==> src/rtl/cpu_pkg.sv <==
// Shared types and sizes for the physical-register release path.
// Holds preg index width, pool size, commit width and the x0 preg.
package cpu_pkg;

    localparam int PREG_W    = 6;
    localparam int NUM_PREG  = 1 << PREG_W;
    localparam int COMMIT_W  = 2;
    localparam int REL_DEPTH = 8;

    typedef logic [PREG_W-1:0] preg_t;

    // p0 backs x0 and never returns to the free pool
    localparam preg_t PREG_ZERO = '0;

endpackage

==> src/rtl/preg_release_unit_if.sv <==
// Commit-side and free-pool-side signals of the release unit.
// master: ROB/free-pool side (testbench); slave: release unit.
interface preg_release_unit_if
    import cpu_pkg::*;
#(
    parameter int WIDTH = PREG_W
);

    logic [COMMIT_W-1:0] commit_valid;
    logic [COMMIT_W-1:0] commit_has_rd;
    logic [WIDTH-1:0]    commit_old_preg0;
    logic [WIDTH-1:0]    commit_old_preg1;
    logic                commit_ready;
    logic                fp_full;
    logic                fp_push;
    logic [WIDTH-1:0]    fp_data;

    modport master (
        output commit_valid,
        output commit_has_rd,
        output commit_old_preg0,
        output commit_old_preg1,
        output fp_full,
        input  commit_ready,
        input  fp_push,
        input  fp_data
    );

    modport slave (
        input  commit_valid,
        input  commit_has_rd,
        input  commit_old_preg0,
        input  commit_old_preg1,
        input  fp_full,
        output commit_ready,
        output fp_push,
        output fp_data
    );

endinterface

==> src/rtl/release_fifo.sv <==
// Two-write / one-read circular buffer of freed preg indices.
// Ports: clk, rst_n (sync, active-low); wr_cnt entries of wr_data0/1;
// rd_en pops the head; rd_data is the head; count is occupancy.
module release_fifo
    import cpu_pkg::*;
#(
    parameter  int WIDTH = PREG_W,
    parameter  int DEPTH = REL_DEPTH,
    localparam int PTR_W = $clog2(DEPTH),
    localparam int CNT_W = PTR_W + 1
) (
    input  logic             clk,
    input  logic             rst_n,
    input  logic [1:0]       wr_cnt,
    input  logic [WIDTH-1:0] wr_data0,
    input  logic [WIDTH-1:0] wr_data1,
    input  logic             rd_en,
    output logic [WIDTH-1:0] rd_data,
    output logic [CNT_W-1:0] count
);

    logic [WIDTH-1:0] mem_q [DEPTH];
    logic [WIDTH-1:0] mem_d [DEPTH];
    logic [PTR_W-1:0] wr_ptr_q, wr_ptr_d;
    logic [PTR_W-1:0] rd_ptr_q, rd_ptr_d;
    logic [CNT_W-1:0] count_q, count_d;

    always_comb begin
        mem_d    = mem_q;
        wr_ptr_d = wr_ptr_q;
        rd_ptr_d = rd_ptr_q;
        count_d  = count_q;
        // wr_data0 is always the older entry, already compacted
        if (wr_cnt != 2'd0) begin
            mem_d[wr_ptr_q] = wr_data0;
        end
        if (wr_cnt == 2'd2) begin
            mem_d[wr_ptr_q + PTR_W'(1)] = wr_data1;
        end
        wr_ptr_d = wr_ptr_q + PTR_W'(wr_cnt);
        rd_ptr_d = rd_ptr_q + PTR_W'(rd_en);
        count_d  = count_q + CNT_W'(wr_cnt) - CNT_W'(rd_en);
    end

    always_ff @(posedge clk) begin
        if (!rst_n) begin
            wr_ptr_q <= '0;
            rd_ptr_q <= '0;
            count_q  <= '0;
        end else begin
            wr_ptr_q <= wr_ptr_d;
            rd_ptr_q <= rd_ptr_d;
            count_q  <= count_d;
        end
    end

    // storage needs no reset: count gates every read
    always_ff @(posedge clk) begin
        mem_q <= mem_d;
    end

    assign rd_data = mem_q[rd_ptr_q];
    assign count   = count_q;

endmodule

==> src/rtl/preg_release_unit.sv <==
// Write side of the preg free pool: queues old pregs from dual commit
// and pushes one per cycle to the free pool.
// Ports: clk, rst_n (sync, active-low); bus (commit + fp handshake);
// pending (occupancy); overflow_err, dfree_err (sticky until reset).
module preg_release_unit
    import cpu_pkg::*;
#(
    parameter  int WIDTH = PREG_W,
    parameter  int DEPTH = REL_DEPTH,
    localparam int CNT_W = $clog2(DEPTH) + 1,
    localparam int NP    = 1 << WIDTH
) (
    input  logic                 clk,
    input  logic                 rst_n,
    preg_release_unit_if.slave   bus,
    output logic [CNT_W-1:0]     pending,
    output logic                 overflow_err,
    output logic                 dfree_err
);

    logic             enq0, enq1;
    logic             acc0, acc1;
    logic             ready;
    logic             ovf_hit;
    logic             dup;
    logic             push;
    logic [1:0]       n_enq;
    logic [WIDTH-1:0] p0, p1;
    logic [WIDTH-1:0] e0;
    logic [WIDTH-1:0] head;
    logic [CNT_W-1:0] count;

    logic [NP-1:0]    pend_vec_q, pend_vec_d;
    logic             ovf_q, ovf_d;
    logic             dfree_q, dfree_d;

    assign p0 = bus.commit_old_preg0;
    assign p1 = bus.commit_old_preg1;

    always_comb begin
        enq0 = bus.commit_valid[0] & bus.commit_has_rd[0]
             & (p0 != WIDTH'(PREG_ZERO));
        enq1 = bus.commit_valid[1] & bus.commit_has_rd[1]
             & (p1 != WIDTH'(PREG_ZERO));
        ready   = (count <= CNT_W'(DEPTH - 2));
        ovf_hit = (|bus.commit_valid) & ~ready;
        // a commit while not ready is dropped whole
        acc0  = enq0 & ready;
        acc1  = enq1 & ready;
        n_enq = {1'b0, acc0} + {1'b0, acc1};
        // compact so the older surviving lane lands first
        e0    = acc0 ? p0 : p1;
        // gated by rst_n so a reset mid-drain never pushes
        push  = rst_n & (count != '0) & ~bus.fp_full;
    end

    release_fifo #(
        .WIDTH (WIDTH),
        .DEPTH (DEPTH)
    ) u_fifo (
        .clk      (clk),
        .rst_n    (rst_n),
        .wr_cnt   (n_enq),
        .wr_data0 (e0),
        .wr_data1 (p1),
        .rd_en    (push),
        .rd_data  (head),
        .count    (count)
    );

    always_comb begin
        pend_vec_d = pend_vec_q;
        dup        = 1'b0;
        if (acc0 && pend_vec_q[p0]) dup = 1'b1;
        if (acc1 && pend_vec_q[p1]) dup = 1'b1;
        if (acc0 && acc1 && (p0 == p1)) dup = 1'b1;
        if (push) pend_vec_d[head] = 1'b0;
        if (acc0) pend_vec_d[p0] = 1'b1;
        if (acc1) pend_vec_d[p1] = 1'b1;
        ovf_d   = ovf_q | ovf_hit;
        dfree_d = dfree_q | dup;
    end

    always_ff @(posedge clk) begin
        if (!rst_n) begin
            pend_vec_q <= '0;
            ovf_q      <= 1'b0;
            dfree_q    <= 1'b0;
        end else begin
            pend_vec_q <= pend_vec_d;
            ovf_q      <= ovf_d;
            dfree_q    <= dfree_d;
        end
    end

    assign bus.commit_ready = ready;
    assign bus.fp_push      = push;
    assign bus.fp_data      = push ? head : '0;
    assign pending          = count;
    assign overflow_err     = ovf_q;
    assign dfree_err        = dfree_q;

endmodule
==> src/flat_wrapper.sv <==
// flat-port wrapper written by rule: the top's interface ports become plain ports
module preg_release_unit_flat import cpu_pkg::*;
#(
    parameter  int WIDTH = PREG_W,
    parameter  int DEPTH = REL_DEPTH,
    localparam int CNT_W = $clog2(DEPTH) + 1,
    localparam int NP    = 1 << WIDTH
)
  (clk, rst_n, pending, overflow_err, dfree_err, bus_commit_valid, bus_commit_has_rd, bus_commit_old_preg0, bus_commit_old_preg1, bus_fp_full, bus_commit_ready, bus_fp_push, bus_fp_data);
  preg_release_unit_if #(.WIDTH(WIDTH)) bus_i ();
  input  logic clk;
  input  logic rst_n;
  output logic [CNT_W-1:0] pending;
  output logic overflow_err;
  output logic dfree_err;
  input wire logic [$bits(bus_i.commit_valid)-1:0] bus_commit_valid;
  input wire logic [$bits(bus_i.commit_has_rd)-1:0] bus_commit_has_rd;
  input wire logic [$bits(bus_i.commit_old_preg0)-1:0] bus_commit_old_preg0;
  input wire logic [$bits(bus_i.commit_old_preg1)-1:0] bus_commit_old_preg1;
  input wire logic [$bits(bus_i.fp_full)-1:0] bus_fp_full;
  output wire logic [$bits(bus_i.commit_ready)-1:0] bus_commit_ready;
  output wire logic [$bits(bus_i.fp_push)-1:0] bus_fp_push;
  output wire logic [$bits(bus_i.fp_data)-1:0] bus_fp_data;
  assign bus_i.commit_valid = bus_commit_valid;
  assign bus_i.commit_has_rd = bus_commit_has_rd;
  assign bus_i.commit_old_preg0 = bus_commit_old_preg0;
  assign bus_i.commit_old_preg1 = bus_commit_old_preg1;
  assign bus_i.fp_full = bus_fp_full;
  assign bus_commit_ready = bus_i.commit_ready;
  assign bus_fp_push = bus_i.fp_push;
  assign bus_fp_data = bus_i.fp_data;
  preg_release_unit #(.WIDTH(WIDTH), .DEPTH(DEPTH)) u_core (.clk(clk), .rst_n(rst_n), .bus(bus_i), .pending(pending), .overflow_err(overflow_err), .dfree_err(dfree_err));
endmodule
==> config.mk <==
export PLATFORM = sky130hd
export DESIGN_NAME = preg_release_unit_flat
export DESIGN_NICKNAME = d
export VERILOG_FILES = /design/src/rtl/cpu_pkg.sv /design/src/rtl/preg_release_unit_if.sv /design/src/rtl/release_fifo.sv /design/src/rtl/preg_release_unit.sv /design/src/flat_wrapper.sv
export SDC_FILE = /design/constraint.sdc
export NUM_CORES = 1
export LEC_CHECK = 0
export CORE_AREA = 2 2 151 153
export DETAILED_ROUTE_END_ITERATION = 6
export DIE_AREA = 0 0 153 155
export DONT_BUFFER_PORTS = 1
export SYNTH_ARGS = -nofsm -noshare
export SYNTH_HDL_FRONTEND = slang
export SYNTH_SLANG_ARGS = --single-unit
==> constraint.sdc <==
create_clock -name clk -period 4 [get_ports clk]
set_input_delay 0.4 -clock clk [delete_from_list [all_inputs] [get_ports clk]]
set_output_delay 0.4 -clock clk [all_outputs]
set_load 0.01 [all_outputs]
==> summary.txt <==
Outcome
  – Status: complete, no violations

Die
  – CORE AREA: 0.0222 sq mm
  – Io pins: 33
  – Rows: 55
  – Chip height: roughly 160 microns
  – Die area: 0.0237 sq mm
  – Initial core utilization: 0.344
  – Die width: between 150 and 200 microns

Drt
  – DRC: 0
  – Antenna viol nets, final: 0
  – Routed WL: 28.4 mm
  – Drt initial violations: 882
  – Drt wl/cell: between 20 and 30 microns
  – Detailed-route via count: approximately 7,300
  – First drt pass iteration count: 5
  – Vias per cell: 6.49

Final layout
  – Filler cells: 2,210
  – Layout cells sized above 1: 0.146
  – Area grow syn2layout: 10.8%
  – Storage element area: 0.00248 sq mm
  – Diode count: 0
  – Design area: 0.00846 sq mm
  – Non-Filler Instances: 1,130
  – Nets: 867
  – Multi-input gate area in the final layout: 0.00481 sq mm

Synthesis
  – Yosys cell types: 76
  – Synth Area per Inst: 8.87 sq um
  – Synthesized Nets: 896
  – Post-synth EDFFs: 0
  – Mapped Cells: 861
  – Synth Cell Area: 0.00764 sq mm
  – Flops & latches, synth: between 100 and 150
  – Synth Flop Type: dfxtp_1
  – Yosys Warn Count: 0
  – Fraction of registers with async set or reset after synthesis: 0
  – Sequential element share of the synthesized area: 0.325

Worst setup path
  – Slowest-stage cell, CP: nor2_1
  – Critical Path RT: 4.29 ns
  – Critical path startpoint category: flip-flop
  – Worst path max stage delay: 0.48 ns
  – WP buf/inv: 2
  – Crit Path Max Fanout: 8
  – FF-to-FF Start: u_core.u_fifo.count[3]
  – R2R Setup Slk: 0.53 ns
  – Worst Setup End Kind: flip-flop
  – Worst R2R Path Depth: 13
  – CP Class: flip-flop to flip-flop
  – Worst Setup EP: u_core.u_fifo.mem_q[14]
  – Top Family by Delay on Critical Path: simple AND/OR/NAND/NOR gates
  – CP Launch Point: u_core.u_fifo.count[3]
  – Capturing point of the worst reg2reg path: u_core.u_fifo.mem_q[14]
  – CP arrival: 3.76 ns
  – Critical path depth in cells: 13
  – CP cell instances: inv_1 -> ha_1 -> nand3_1 -> and2_1 -> nand3_1 -> a31oi_1 -> inv_1 -> ha_1 -> nand2b_1 -> nor2_1 -> nand2_1 -> o22ai_1 -> a21oi_1

Placement
  – Placer's final routability congestion estimate: roughly 0.90
  – DP Area: 0.00781 sq mm
  – Dpl cells: 1,098
  – Port buffer count: 0
  – Dpl hpwl: 17.7 mm

Global routing
  – GR Layer Usage met1: 0.322
  – GR Layer Usage met3: 0.0552
  – Vias in the first global route: 7,027
  – Initial antenna violation count: 0
  – GR peak layer: met2
  – Grt total ovfl: 0
  – Largest net degree at the start of global routing: 79
  – GRT Total Usage: 0.239
  – Global routing usage on met2: 0.357
  – First-pass GRT wire length: 43.4 mm

Clock tree
  – Post-CTS sizing: 0
  – Max Root-Sink Buffers: 2
  – Cts hold-fix bufs: 0
  – Clock latency on the worst-skew pair: roughly 0.43 ns
  – CTS tree: built
  – Setup bufs post-CTS: 0
  – H-tree depth: 4
  – Clk slew on worst S/H paths: 0.06 ns
  – Clk sinks: 124
  – Total CTS buffers: 17
  – CTS root buffer: clkbuf_16

STA
  – RSZ-0062 raised after global routing: no
  – Max Slew Vio Count: 0
  – Worst-margin pin slew: 1.25 ns
  – F_max: about 290 MHz
  – Final min period: 3.47 ns
  – Setup_tns: 0 ns
  – Setup Viol. Count Final: 0
  – Final Cycle Share: 0.867
  – Hold Vio Cnt, Final: 0
  – Worst Skew: 0.00869 ns
  – Relative slew slack: 0.167

Pwr
  – LEAKAGE: 2.96 nW
  – PwrDens: 552 mW/mm^2
  – VDD IR max: 0.295 mV

Flow run
  – Number of max-cap violations: 0

Worst hold path
  – Hold Path Class: input pin to flip-flop
==> layout make-up <==
class                   count  area share
multi-input cells         656       0.568
flip-flops and latches    124       0.293
clock buffers              21      0.0544
well taps                 285      0.0421
clock inverters            11      0.0225
repair buffers             11     0.00976
inverters                  22     0.00976
==> cells by family after synthesis <==
family,synth area share
compound gates,0.321
xor+xnor,0.0138
fa+ha+maj,0.0282
buf+inv,0.0457
flops,0.325
mux,0.104
simple gates,0.163
==> synth_stat cells, types with 8 or more instances <==
master / instances / area share
mux2i_1: 8 / 0.010
nand2_4: 9 / 0.013
a21boi_2: 8 / 0.012
a21boi_1: 63 / 0.062
and2_1: 13 / 0.011
dfxtp_1: 124 / 0.32
buf_2: 18 / 0.012
a21oi_1: 49 / 0.032
nor2_1: 76 / 0.037
nand3_1: 10 / 0.0066
clkbuf_1: 28 / 0.014
mux4_2: 16 / 0.047
a221o_1: 8 / 0.010
nor3_1: 10 / 0.0066
a22oi_1: 79 / 0.078
mux2_2: 15 / 0.022
o21ai_1: 63 / 0.041
buf_1: 9 / 0.0044
nand4_1: 9 / 0.0074
inv_1: 21 / 0.010
xor2_1: 10 / 0.011
nor2b_1: 11 / 0.0090
nand2_1: 24 / 0.012
ha_1: 14 / 0.023
o22ai_1: 51 / 0.042
==> cell usage in the layout (no fill, tap or decap), types with 5 or more instances in the layout <==
master and instances:
buf_4 11, mux2i_1 8, a21oi_1 49, xor2_1 10, a221oi_1 6, nand3_1 10
mux4_2 16, a21boi_2 8, nor3b_1 5, clkbuf_16 17, o22ai_1 51, dfxtp_1 124
ha_1 14, a21boi_1 63, nand2b_1 6, bufinv_16 5, nand2_1 24, a22oi_1 79
nand2_2 7, nor3_1 10, nand4_1 9, a221o_1 8, nand2_4 9, o21ai_1 63
nor2_1 76, inv_1 21, mux2_2 15, nor2b_1 11, and2_1 13, and3_1 5
mux2i_4 6, a31oi_1 6
==> per-stage QoR <==
step	hold slack (ns)	power (mW)	util	setup WS [ns]
after global routing	0.0875	4.83	0.381	0.175
after CTS	0.0820	4.65	0.381	0.532
after floorplan	0.454	2.64	-	1.01
final	0.0874	4.67	0.381	0.531
after global placement	0.464	2.92	0.352	0.785
after detailed placement	0.477	2.93	0.352	0.581
==> routing by layer <==
metal / vias to the layer above / wire length (microns) / part of all wire
li1: 3231 / - / -
met1: 3506 / 11500 / 0.41
met2: 490 / 12400 / 0.43
met3: 108 / 3310 / 0.12
met4: 0 / 1230 / 0.043
met5: - / 0 / 0
==> power breakdown <==
group          switching, mW  total [mW]  internal, mW
clock network          0.601        1.74          1.14
logic                  0.748        1.29         0.541
registers              0.193        1.64          1.45
==> worst min path at each step <==
stage	startpoint	endpoint	depth (start not counted)
2_1_floorplan	u_core.pend_vec_q[0]	u_core.pend_vec_q[0]	1
3_3_place_gp	u_core.pend_vec_q[0]	u_core.pend_vec_q[0]	1
3_5_place_dp	u_core.pend_vec_q[0]	u_core.pend_vec_q[0]	1
4_1_cts	rst_n	u_core.u_fifo.count[0]	1
5_1_grt	rst_n	u_core.u_fifo.count[0]	1
6_report	rst_n	u_core.u_fifo.count[0]	1
==> flip-flops by register name, summed over array words and instances (netlist names) <==
name,cells
u_core.dfree_err,1
u_core.overflow_err,1
u_core.pend_vec_q,64
u_core.u_fifo.count,4
u_core.u_fifo.mem_q,48
u_core.u_fifo.rd_ptr_q,3
u_core.u_fifo.wr_ptr_q,3
==> worst register-to-register path, delay by kind of cell (launching register included) <==
kind	cells	cell delay, ns
flip-flops	1	0.40
adder cells (fa/ha/maj)	2	0.47
buffers and inverters	2	0.18
AND/OR/NAND/NOR	6	1.52
AO/OA/AOI/OAI	3	0.75
(Power assumes the default switching activity.)
